--- src/rtl/uart_message_receiver.sv ---
`default_nettype none
// ============================================================================
// Module   : uart_message_receiver
// Brief    : 8N1 UART receiver assembling three bytes into a 20-bit message.
// Revision : 1.0
// ============================================================================
module uart_message_receiver #(
    parameter int CLKS_PER_BIT = 434,
    parameter int TIMEOUT_BITS = 32
) (
    input  logic        clock,
    input  logic        reset,
    input  logic        serialIn,
    output logic        isNew,
    output logic [19:0] message,
    output logic        frameError
);

    localparam int c_half  = CLKS_PER_BIT / 2;
    localparam int c_cnt_w = $clog2(CLKS_PER_BIT * TIMEOUT_BITS + 1);
    localparam logic [c_cnt_w-1:0] c_half_last    = c_cnt_w'(c_half - 1);
    localparam logic [c_cnt_w-1:0] c_bit_last     = c_cnt_w'(CLKS_PER_BIT - 1);
    localparam logic [c_cnt_w-1:0] c_timeout_last = c_cnt_w'(CLKS_PER_BIT * TIMEOUT_BITS - 1);
    localparam logic [c_cnt_w-1:0] c_cnt_one      = c_cnt_w'(1);

    typedef enum logic [2:0] {
        S_IDLE  = 3'd0,
        S_START = 3'd1,
        S_DATA  = 3'd2,
        S_STOP  = 3'd3,
        S_BREAK = 3'd4
    } state_t;

    state_t               r_state;
    state_t               w_state_next;
    logic                 r_rx_meta;
    logic                 r_rx_s;
    logic [c_cnt_w-1:0]   r_cnt;
    logic [2:0]           r_bit_idx;
    logic [7:0]           r_shift;
    logic [1:0]           r_byte_idx;
    logic [15:0]          r_staging;
    logic [19:0]          r_message;
    logic                 r_is_new;
    logic                 r_frame_err;

    logic w_cnt_clr;
    logic w_cnt_inc;
    logic w_shift_en;
    logic w_byte_ok;
    logic w_stop_err;
    logic w_timeout;
    logic w_msg_ok;
    logic w_msg_bad;

    always_ff @(posedge clock or posedge reset) begin
        if (reset) begin
            r_state <= S_IDLE;
        end else begin
            r_state <= w_state_next;
        end
    end

    // The shared counter times bit sampling and, in IDLE, the inter-byte gap.
    always_comb begin
        w_state_next = r_state;
        w_cnt_clr    = 1'b0;
        w_cnt_inc    = 1'b0;
        w_shift_en   = 1'b0;
        w_byte_ok    = 1'b0;
        w_stop_err   = 1'b0;
        w_timeout    = 1'b0;
        case (r_state)
            S_IDLE: begin
                if (!r_rx_s) begin
                    w_state_next = S_START;
                    w_cnt_clr    = 1'b1;
                end else if (r_byte_idx != 2'd0) begin
                    if (r_cnt == c_timeout_last) begin
                        w_timeout = 1'b1;
                        w_cnt_clr = 1'b1;
                    end else begin
                        w_cnt_inc = 1'b1;
                    end
                end else begin
                    w_cnt_clr = 1'b1;
                end
            end
            S_START: begin
                if (r_cnt == c_half_last) begin
                    w_cnt_clr    = 1'b1;
                    w_state_next = r_rx_s ? S_IDLE : S_DATA;
                end else begin
                    w_cnt_inc = 1'b1;
                end
            end
            S_DATA: begin
                if (r_cnt == c_bit_last) begin
                    w_cnt_clr  = 1'b1;
                    w_shift_en = 1'b1;
                    if (r_bit_idx == 3'd7) begin
                        w_state_next = S_STOP;
                    end
                end else begin
                    w_cnt_inc = 1'b1;
                end
            end
            S_STOP: begin
                if (r_cnt == c_bit_last) begin
                    w_cnt_clr = 1'b1;
                    if (r_rx_s) begin
                        w_byte_ok    = 1'b1;
                        w_state_next = S_IDLE;
                    end else begin
                        w_stop_err   = 1'b1;
                        w_state_next = S_BREAK;
                    end
                end else begin
                    w_cnt_inc = 1'b1;
                end
            end
            S_BREAK: begin
                w_cnt_clr = 1'b1;
                if (r_rx_s) begin
                    w_state_next = S_IDLE;
                end
            end
            default: begin
                w_state_next = S_IDLE;
                w_cnt_clr    = 1'b1;
            end
        endcase
    end

    assign w_msg_ok  = w_byte_ok && (r_byte_idx == 2'd2) && (r_shift[7:4] == 4'd0);
    assign w_msg_bad = w_byte_ok && (r_byte_idx == 2'd2) && (r_shift[7:4] != 4'd0);

    always_ff @(posedge clock or posedge reset) begin
        if (reset) begin
            r_rx_meta   <= 1'b1;
            r_rx_s      <= 1'b1;
            r_cnt       <= '0;
            r_bit_idx   <= 3'd0;
            r_shift     <= 8'd0;
            r_byte_idx  <= 2'd0;
            r_staging   <= 16'd0;
            r_message   <= 20'd0;
            r_is_new    <= 1'b0;
            r_frame_err <= 1'b0;
        end else begin
            r_rx_meta <= serialIn;
            r_rx_s    <= r_rx_meta;

            if (w_cnt_clr) begin
                r_cnt <= '0;
            end else if (w_cnt_inc) begin
                r_cnt <= r_cnt + c_cnt_one;
            end

            if (r_state == S_START) begin
                r_bit_idx <= 3'd0;
            end else if (w_shift_en) begin
                r_bit_idx <= r_bit_idx + 3'd1;
            end

            if (w_shift_en) begin
                r_shift <= {r_rx_s, r_shift[7:1]};
            end

            r_is_new    <= w_msg_ok;
            r_frame_err <= w_stop_err | w_timeout | w_msg_bad;

            if (w_stop_err || w_timeout) begin
                r_byte_idx <= 2'd0;
            end else if (w_byte_ok) begin
                case (r_byte_idx)
                    2'd0: begin
                        r_staging[7:0] <= r_shift;
                        r_byte_idx     <= 2'd1;
                    end
                    2'd1: begin
                        r_staging[15:8] <= r_shift;
                        r_byte_idx      <= 2'd2;
                    end
                    default: r_byte_idx <= 2'd0;
                endcase
            end

            if (w_msg_ok) begin
                r_message <= {r_shift[3:0], r_staging};
            end
        end
    end

    assign isNew      = r_is_new;
    assign message    = r_message;
    assign frameError = r_frame_err;

endmodule
`default_nettype wire
--- config.mk ---
export PLATFORM = sky130hd
export DESIGN_NAME = uart_message_receiver
export DESIGN_NICKNAME = d
export VERILOG_FILES = /design/src/rtl/uart_message_receiver.sv
export SDC_FILE = /design/constraint.sdc
export NUM_CORES = 1
export LEC_CHECK = 0
export CORE_MARGIN = 5
export CORE_UTILIZATION = 48
export CTS_BUF_LIST = sky130_fd_sc_hd__clkbuf_8
export CTS_CLUSTER_SIZE = 40
export DETAILED_ROUTE_END_ITERATION = 12
export DONT_BUFFER_PORTS = 1
export PLACE_DENSITY = 0.74
export SETUP_SLACK_MARGIN = 0.4
export SLEW_MARGIN = 20
export SYNTH_ARGS = -nofsm -noshare
export SYNTH_HDL_FRONTEND = slang
export SYNTH_SLANG_ARGS = --single-unit
--- constraint.sdc ---
create_clock -name clock -period 2.6 [get_ports clock]
set_clock_uncertainty 0.15 [all_clocks]
set_input_delay 0.13 -clock clock [delete_from_list [all_inputs] [get_ports clock]]
set_output_delay 0.13 -clock clock [all_outputs]
set_load 0.005 [all_outputs]
==> reports/metrics.yaml, run 1 <==
power_frac_clock_pct: 42.8
async_flop_share_pct: 100.0
dominantRegCellSynth: "dfrtp_1"
area_delta_synth_final_pct: 18.19
synth_area_leader_cell: "dfrtp_1"
rsz0062_at_grt: "true"
p_sw_share_pct: 25.41
antenna_found_initial: 0
clockBufferDepth: 2
wl_um: 5878
grt_first_pass_wirelength_um: 9363
setup_viol: 0
drc_errors: 0
crit_end: "message[16]"
fin_crit_ps: 2258
grt_pass1_vias: 1880
p_int_mw: 1.463
clk_pin_slew_ps: 90
synth_nets: 236
cp.arrival_ps: 2350
pwr-share-comb_pct: 1.5
hold_viol_final: 0
num_rows: 28
avgSynthCellArea_um2: 13.12
antennaDiodeCount: 0
syn-cell-area_mm2: 0.002992
drtAntennaViolNets: 0
r2r.worst_path.cells: 5
finalCritPeriodShare_pct: 86.85
yosysUniqueCellTypes: 40
place_inst: 302
num_vias: 1890
p_switching_mw: 0.4983
tns_ps: 0
dieArea_mm2: 0.007911
drt_iter0_drc: 54
status: "completed"
reg2reg_from: "r_shift[4]"
fin_util_pct: 59.02
nets: 264
worstMarginPinSlew_ps: 494.5
startpoint_type: "register"
die_w_um: 88.95
die_y_um: 88.95
fin_cells: 336
cp.required_ps: 2690
path_max_fanout: 5
first_pass_iters: 4
startpoint: "r_shift[4]"
seq_area_frac_synth_pct: 58.64
drt-vias-per-instance: 5.625
dp_hpwl_um: 3373
design.core.area_mm2: 0.005991
tritoncts: "done"
ys_top_cells_by_count: "68 x dfrtp_1, 44 x mux2_2, 18 x nor2_1, 11 x nand3_1"
yosysWarningCount: 0
p_leak_nw: 1.683
max_slew_margin_pct: 66.99
r2r_setup_slack_ps: 340
ir_worst_vdd_mv: 0.4304
place.gp.congestion: 0.7662
num_io_pins: 25
drive_gt1_share_pct: 41.00
yosysMostFrequentCell: "dfrtp_1"
timing.hold.ws_ps: 98.90
power_frac_seq_pct: 55.7
critical_path_class: "register to register"
r2r-end: "message[16]"
critPathCaptureType: "register"
synth-edff-count: 0
setup_slack_ps: 342.0
htree_levels: 3
synthCells: 228
grt_max_degree: 27
synthDominantCellAreaShare_pct: 56.88
fmax_mhz: 442.9
port_buffers: 0
wl_per_cell_um: 17.49
hold_path_class: "primary input to asynchronous set/reset pin"
ys_ff_latch: 70
numCtsBuffers: 9
pre_cts_ws_ps: 245.4
yosys-top-cells-area: "dfrtp_1 57%, mux2_2 17%, xor2_1 2.6%"
grtUsageTotal_pct: 16.00
cts-root-buf: "clkbuf_8"
cap_viol_max_count: 0
grt_overflow: 0
slew_viol_final: 0
clk_latency_ps: 360
cts.sinks: 70
floorplan.initialDensity_pct: 49.94
power_density_mw_per_mm2: 554.6
==> registers in the layout (all words and copies together) (netlist names) <==
name / cells
message: 20
r_staging: 16
r_cnt: 14
r_shift: 8
r_bit_idx: 3
r_state: 3
r_byte_idx: 2
frameError: 1
isNew: 1
r_rx_meta: 1
r_rx_s: 1
==> layout make-up <==
class | instances | area (µm²)
Clock inverter | 7 | 63.81
Tap cell | 75 | 93.84
Sequential cell | 70 | 1763
Fill cell | 467 | 2455
Multi-Input combinational cell | 146 | 1303
Inverter | 9 | 33.78
Timing Repair Buffer | 20 | 155.1
Clock buffer | 9 | 123.9
==> worst max-delay path, cell delays in order (launching register included) <==
cell and delay, ps:
dfrtp_2 430, nor4_4 320, nand4b_1 180, buf_4 190, or4_4 540, mux2_4 320
==> power groups by stage <==
stage          clock [mW]  combinational, mW  sequential, mW
2_1_floorplan           0             0.0193            1.11
3_3_place_gp            0             0.0261            1.11
3_5_place_dp            0             0.0267            1.11
4_1_cts             0.862             0.0296            1.09
5_1_grt             0.904             0.0333            1.09
6_report            0.840             0.0286            1.09
==> placed cells by master (no fill, tap or decap), types with 4 or more instances in the layout <==
cell / Yosys / layout
dfrtp_2: 0 / 7
xor2_1: 9 / 9
dfrtp_1: 68 / 61
mux2_2: 44 / 38
nor2_1: 18 / 18
inv_1: 9 / 7
nand3_1: 11 / 10
clkbuf_8: 0 / 9
buf_4: 0 / 18
mux2_4: 0 / 6
nand2_1: 7 / 7
xnor2_1: 5 / 5
ha_1: 5 / 4
==> kinds of logic (layout without fill, tap and decap cells) <==
| group | after synthesis | in the layout | synth area share, % |
|---|---|---|---|
| fa+ha+maj | 5 | 5 | 2.091 |
| buf+inv | 15 | 45 | 2.509 |
| mux | 44 | 44 | 16.56 |
| xor+xnor | 14 | 14 | 4.099 |
| compound gates | 15 | 15 | 3.555 |
| flops | 70 | 70 | 58.64 |
| simple gates | 65 | 68 | 12.55 |
==> repair_timing <==
| action | CTS | global route |
|---|---|---|
| endpoints found under the hold margin | 37 | 0 |
| endpoints found under the setup margin | 50 | 52 |
| gates cloned | 3 | 0 |
| buffers inserted | 9 | 4 |
| pin swaps | 8 | 6 |
| gates resized for setup | 14 | 17 |
| hold buffers | 2 | 0 |
==> worst min path at each step <==
stage / start / endpoint / cells after the start
after floorplan: serialIn / r_rx_meta / 0
after global placement: reset / message[13] / 1
after detailed placement: reset / message[13] / 1
after CTS: reset / r_staging[8] / 2
after global routing: reset / r_staging[2] / 2
final: reset / r_staging[8] / 2
==> through the flow <==
| stage | total power [mW] | cell area (µm²) |
|---|---|---|
| final | 1.961 | 3536 |
| after global routing | 2.030 | 3536 |
| after CTS | 1.984 | 3443 |
| after detailed placement | 1.141 | 3082 |
| after global placement | 1.140 | 3082 |
| after floorplan | 1.132 | 2992 |
==> layer usage <==
metal / vias to the layer above / GRT usage (%) / wire length (µm)
li1: 876 / - / -
met1: 961 / 20.47 / 2559
met2: 41 / 25.17 / 2908
met3: 12 / 5.069 / 269
met4: 0 / 6.901 / 140
met5: - / 0 / 0
Note: power is estimated with default switching activity, not from simulation.
==> run 2: changes to the inputs <==
--- a/config.mk
+++ b/config.mk
@@ -6,12 +6,12 @@
 export NUM_CORES = 1
 export LEC_CHECK = 0
 export CORE_MARGIN = 5
-export CORE_UTILIZATION = 48
+export CORE_UTILIZATION = 33
 export CTS_BUF_LIST = sky130_fd_sc_hd__clkbuf_8
 export CTS_CLUSTER_SIZE = 40
 export DETAILED_ROUTE_END_ITERATION = 12
 export DONT_BUFFER_PORTS = 1
-export PLACE_DENSITY = 0.74
+export PLACE_DENSITY = 0.58
 export SETUP_SLACK_MARGIN = 0.4
 export SLEW_MARGIN = 20
 export SYNTH_ARGS = -nofsm -noshare
==> run 2 against run 1 <==
  * Clock-buffer cell count stayed put
  * Critical path type unchanged
  * Critical path depth is the same
  * Die area up 40%
  * Global-route usage decreased by 4.9 points
  * Via count down 2.8%
  * Combinational power about the same
  * First-iteration DRC count down 7.4%
  * Non-clock buffer count increased by 1
  * Design area rose by 0.74%
  * Utilization is 18 points lower
  * Sequential share of layout area down 0.44 points
  * Maximum frequency is 2.2% higher
==> reports/metrics.yaml, run 2 (same netlist as run 1, synthesis figures left out) <==
cts.sinks: 70  # unchanged
power_density_mw_per_mm2: 525.5  # was 554.6 mW/mm²
grt_overflow: 0  # unchanged
hold_path_class: "primary input to asynchronous set/reset pin"  # unchanged
setup_viol: 0  # unchanged
p_leak_nw: 1.692  # was 1.683 nW
drt-vias-per-instance: 4.968  # was 5.625
cap_viol_max_count: 0  # unchanged
rsz0062_at_grt: "true"  # unchanged
htree_levels: 3  # unchanged
tns_ps: 0  # unchanged
antennaDiodeCount: 0  # unchanged
cpPeakStageDelay_ps: 560  # was 540 ps
critical_path_class: "register to register"  # unchanged
num_vias: 1838  # was 1890
cp.arrival_ps: 2290  # was 2350 ps
fmax_mhz: 452.7  # was 442.9 MHz
cp_top_family: "simple AND/OR/NAND/NOR gates"  # unchanged
fin_crit_ps: 2209  # was 2258 ps
antenna_found_initial: 0  # unchanged
pre_cts_ws_ps: 188.4  # was 245.4 ps
drive_gt1_share_pct: 40.84  # was 41.00%
wl_per_cell_um: 15.78  # was 17.49 µm
fin_cells: 370  # was 336
wl_um: 5839  # was 5878 µm
critPathCaptureType: "register"  # unchanged
drt_iter0_drc: 50  # was 54
slew_viol_final: 0  # unchanged
grt_pass1_vias: 1885  # was 1880
finalCritPeriodShare_pct: 84.96  # was 86.85%
cts-root-buf: "clkbuf_8"  # unchanged
grtUsageTotal_pct: 11.12  # was 16.00%
drtAntennaViolNets: 0  # unchanged
dieArea_mm2: 0.01107  # was 0.007911 mm²
fin_util_pct: 40.65  # was 59.02%
worstMarginPinSlew_ps: 585.0  # was 494.5 ps
area_delta_synth_final_pct: 19.07  # was 18.19%
cp.required_ps: 2680  # was 2690 ps
layout_commonest_cell: "dfrtp_1"  # unchanged
ir_worst_vdd_mv: 0.2958  # was 0.4304 mV
layout.cells.most_common_list: "63 x dfrtp_1, 41 x mux2_2, 18 x nor2_1, 17 x buf_4"  # was 61 x dfrtp_1, 38 x mux2_2, 18 x nor2_1, 18 x buf_4, 10 x nand3_1
design.core.area_mm2: 0.008763  # was 0.005991 mm²
setup_slack_ps: 391.1  # was 342.0 ps
cpMaxStageDelayCell: "or4_4"  # unchanged
startpoint_type: "register"  # unchanged
die_y_um: 105.2  # was 88.95 µm
clk_latency_ps: 340  # was 360 ps
die_w_um: 105.2  # was 88.95 µm
tritoncts: "done"  # unchanged
grt_max_degree: 45  # was 27
max_slew_margin_pct: 60.94  # was 66.99%
dp_hpwl_um: 3411  # was 3373 µm
numCtsBuffers: 9  # unchanged
path_max_fanout: 5  # unchanged
clockBufferDepth: 2  # unchanged
crit_buf_inv: 1  # unchanged
place.gp.congestion: 0.7249  # was 0.7662
place_area_mm2: 0.003120  # was 0.003082 mm²
place_inst: 333  # was 302
nets: 266  # was 264
crit_chain: "nor4_4 -> nand4b_1 -> buf_4 -> or4_4 -> mux2_4"  # unchanged
largest_reg_flops: 20  # unchanged
num_io_pins: 25  # unchanged
port_buffers: 0  # unchanged
clk_pin_slew_ps: 70  # was 90 ps
status: "completed"  # unchanged
grt_first_pass_wirelength_um: 9777  # was 9363 µm
drc_errors: 0  # unchanged
finalInstanceArea_mm2: 0.003562  # was 0.003536 mm²
first_pass_iters: 4  # unchanged
hold_viol_final: 0  # unchanged
num_rows: 34  # was 28
floorplan.initialDensity_pct: 34.14  # was 49.94%
==> run 2: cell types whose count changed in the layout (fill, tap and decap cells not counted), sizes merged <==
| cell | previous run | this run |
|---|---|---|
| buf | 18 | 19 |
| clkinv | 1 | 5 |
| clkinvlp | 2 | 1 |
| inv | 13 | 9 |
| or4 | 4 | 5 |
==> run 2: layer usage <==
layer / wire [µm] / global-route usage, %
met1: 2658 / 13.68
met2: 2829 / 17.69
met3: 270 / 4.340
met4: 80 / 4.110
met5: 0 / 0
==> run 2: final cells by class <==
type                       count  area, µm²
tap                          108      135.1
sequential                    70       1760
clock buffer                   9      123.9
fill                         819       5201
timing repair buffer          21      178.9
multi-input combinational    147       1290
clock inverter                 6      40.04
inverter                       9      33.78
==> run 2: per-stage QoR <==
stage | hold slack, ps | total power [mW]
after CTS | 175.1 | 1.907
after floorplan | -15.52 | 1.132
final | 159.9 | 1.872
after global placement | -32.72 | 1.142
after detailed placement | -17.24 | 1.143
after global routing | 169.7 | 1.964
==> run 2: power breakdown <==
group	total [mW]	internal (mW)	switching, mW	leakage, nW
combinational	0.0288	0.00646	0.0223	0.659
clock	0.750	0.338	0.412	0.0848
sequential	1.09	1.09	0.00210	0.948
total	1.87	1.44	0.436	1.69
==> run 2: final timing paths <==
check | start | endpoint | slack [ps] | depth (start not counted)
setup / recovery | r_shift[7] | message[15] | 390 | 5
hold / removal | reset | r_bit_idx[1] | 160 | 2
setup reg to reg | r_shift[7] | message[15] | 390 | 5
hold reg to reg | r_rx_meta | r_rx_s | 200 | 0
max in group asynchronous | reset | r_shift[7] | 1510 | 3
min in group clock | serialIn | r_rx_meta | 190 | 1
==> run 2: worst register-to-register path: cells and delay by family, from the launching register on <==
kind | cells | cell delay (ps)
buffers and inverters | 1 | 170
DFF | 1 | 440
muxes | 1 | 330
and+or+nand+nor | 3 | 1010
==> run 2: timing repair <==
item / 4_1_cts / 5_1_grt
hold endpoints to repair: 27 / 0
hold buffers: 2 / 0
setup buffers: 7 / 9
setup endpoints to repair: 36 / 47
pin swaps: 7 / 6
cloned: 3 / 1
gates resized for setup: 14 / 13
==> run 3: changes to the inputs <==
--- a/config.mk
+++ b/config.mk
@@ -11,7 +11,7 @@
 export CTS_CLUSTER_SIZE = 40
 export DETAILED_ROUTE_END_ITERATION = 12
 export DONT_BUFFER_PORTS = 1
-export PLACE_DENSITY = 0.58
+export PLACE_DENSITY = 0.59
 export SETUP_SLACK_MARGIN = 0.4
 export SLEW_MARGIN = 20
 export SYNTH_ARGS = -nofsm -noshare
==> constraint.sdc (replaced) <==
create_clock -name clock -period 1.9 [get_ports clock]
set_clock_uncertainty 0.15 [all_clocks]
set_input_delay 0.095 -clock clock [delete_from_list [all_inputs] [get_ports clock]]
set_output_delay 0.095 -clock clock [all_outputs]
set_load 0.005 [all_outputs]
==> run 3 against run 2 <==
  * Die area did not move
  * Combinational power rose by 57%
  * The flow now finishes with violations (setup timing)
  * Via count is 9.5% higher
  * Sequential share of layout area is 7.5 points lower
  * Largest power group unchanged
  * First-iteration DRC count grew 66%
  * Clock power grew 99%
==> reports/metrics.yaml, run 3 (same netlist as run 1, synthesis figures left out) <==
worstMarginPinSlew_ps: 509.5  # was 585.0 ps
cts-root-buf: "clkbuf_8"  # unchanged
cap_viol_max_count: 0  # unchanged
antenna_found_initial: 0  # unchanged
setup_slack_ps: -334.3  # was 391.1 ps
htree_levels: 3  # unchanged
max_slew_margin_pct: 65.97  # was 60.94%
clk_pin_slew_ps: 80  # was 70 ps
die_w_um: 105.2  # unchanged
design.core.area_mm2: 0.008763  # unchanged
numCtsBuffers: 9  # unchanged
clockBufferDepth: 2  # unchanged
fin_util_pct: 47.79  # was 40.65%
die_y_um: 105.2  # unchanged
timing.hold.ws_ps: 143.3  # was 159.9 ps
cts.sinks: 70  # unchanged
critical_path_class: "register to register"  # unchanged
drc_errors: 0  # unchanged
pre_cts_ws_ps: -429.2  # was 188.4 ps
wl_um: 6496  # was 5839 µm
largest_reg_flops: 20  # unchanged
pwr-share-comb_pct: 1.5  # about the same
grt_max_degree: 71  # was 45
antennaDiodeCount: 0  # unchanged
drive_gt1_share_pct: 53.29  # was 40.84%
fmax_mhz: 447.6  # was 452.7 MHz
num_vias: 2012  # was 1838
layout.cells.most_common_list: "68 x dfrtp_1, 45 x buf_4, 34 x mux2_2, 14 x nor2_1, 13 x buf_6"  # was 63 x dfrtp_1, 41 x mux2_2, 18 x nor2_1, 17 x buf_4
p_sw_share_pct: 20.21  # was 23.31%
wl_per_cell_um: 15.77  # was 15.78 µm
clk_latency_ps: 340  # about the same
p_int_mw: 2.420  # was 1.436 mW
cp.required_ps: 1980  # was 2680 ps
grtUsageTotal_pct: 12.08  # was 11.12%
grt_pass1_vias: 2047  # was 1885
ir_worst_vdd_mv: 0.4575  # was 0.2958 mV
floorplan.initialDensity_pct: 34.14  # unchanged
power_frac_clock_pct: 49.3  # was 40.1%
num_rows: 34  # unchanged
violations: "setup timing"
drtAntennaViolNets: 0  # unchanged
critPathCaptureType: "register"  # unchanged
port_buffers: 0  # unchanged
setup_viol: 64  # was 0
finalCritPeriodShare_pct: 117.6  # was 84.96%
grt_overflow: 0  # unchanged
tns_ps: -13930  # was 0 ps
hold_viol_final: 0  # unchanged
status: "finished with violations"  # was completed
tritoncts: "done"  # unchanged
drt-vias-per-instance: 4.883  # was 4.968
power_frac_seq_pct: 49.2  # was 58.4%
cp.arrival_ps: 2320  # was 2290 ps
hold_path_class: "primary input to register"  # was primary input to asynchronous set/reset pin
first_pass_iters: 4  # unchanged
nets: 307  # was 266
drt_iter0_drc: 83  # was 50
dieArea_mm2: 0.01107  # unchanged
power_density_mw_per_mm2: 724.2  # was 525.5 mW/mm²
dp_hpwl_um: 3838  # was 3411 µm
num_io_pins: 25  # unchanged
p_leak_nw: 1.984  # was 1.692 nW
power_mw: 3.033  # was 1.872 mW
fin_crit_ps: 2234  # was 2209 ps
startpoint_type: "register"  # unchanged
p_switching_mw: 0.6130  # was 0.4363 mW
grt_first_pass_wirelength_um: 10680  # was 9777 µm
area_delta_synth_final_pct: 39.98  # was 19.07%
slew_viol_final: 0  # unchanged
rsz0062_at_grt: "true"  # unchanged
place.gp.congestion: 0.7810  # was 0.7249
path_max_fanout: 6  # was 5
layout_commonest_cell: "dfrtp_1"  # unchanged
run 3: cell types whose count changed in the layout (fill, tap and decap cells not counted), sizes merged:
cell,change
buf,+42
bufinv,+3
clkinv,-3
and3b,-1
clkbuf,+1
run 3: cell type report:
class / count / area (µm²)
well taps: 108 / 135.1
inverters: 9 / 40.04
multi-input cells: 146 / 1433
repair buffers: 63 / 571.8
flip-flops and latches: 70 / 1754
clock inverters: 6 / 116.4
clock buffers: 10 / 137.6
fillers: 778 / 4576
run 3: final timing paths:
path / start / end / slack, ps / cells past startpoint
min: serialIn / r_rx_meta / 140 / 1
max reg2reg: r_cnt[1] / message[5] / -330 / 6
max: r_cnt[1] / message[5] / -330 / 6
max in group asynchronous: reset / r_rx_s / 1080 / 3
min reg2reg: r_rx_meta / r_rx_s / 210 / 0
min in group asynchronous: reset / r_staging[14] / 180 / 3
run 3: repair_timing:
| item | 4_1_cts | 5_1_grt |
|---|---|---|
| endpoints found under the hold margin | 71 | 0 |
| endpoints found under the setup margin | 68 | 68 |
| gates resized for setup | 58 | 10 |
| pin swaps | 21 | 4 |
| hold buffers | 2 | 0 |
| setup buffers | 7 | 8 |
| gates cloned | 3 | 1 |
run 3: routing by layer:
metal / vias to the layer above / wire length, µm / track usage [%]
met2: 28 / 3404 / 19.71
met3: 5 / 254 / 4.584
li1: 959 / - / -
met4: 0 / 54 / 3.014
met5: - / 0 / 0
met1: 1020 / 2783 / 15.13
run 3: worst max-delay path, stage by stage, from the launching register on:
cell      delay, ps
dfrtp_1         390
inv_2            80
ha_4            120
and4bb_2        280
nand4_4         160
or4_4           640
mux2_2          310
run 3: per-stage QoR:
| stage | cells | instance area [µm²] |
|---|---|---|
| floorplan | 228 | 3037 |
| global placement | 375 | 3482 |
| detailed placement | 375 | 3482 |
| CTS | 403 | 4073 |
| global route | 412 | 4188 |
| finish | 412 | 4188 |
run 3: power by group through the flow:
| stage | registers [mW] | logic [mW] | clock network, mW |
|---|---|---|---|
| after floorplan | 1.52 | 0.0270 | 0 |
| after global placement | 1.52 | 0.0427 | 0 |
| after detailed placement | 1.52 | 0.0426 | 0 |
| after CTS | 1.49 | 0.0468 | 1.54 |
| after global routing | 1.49 | 0.0537 | 1.62 |
| final | 1.49 | 0.0452 | 1.49 |
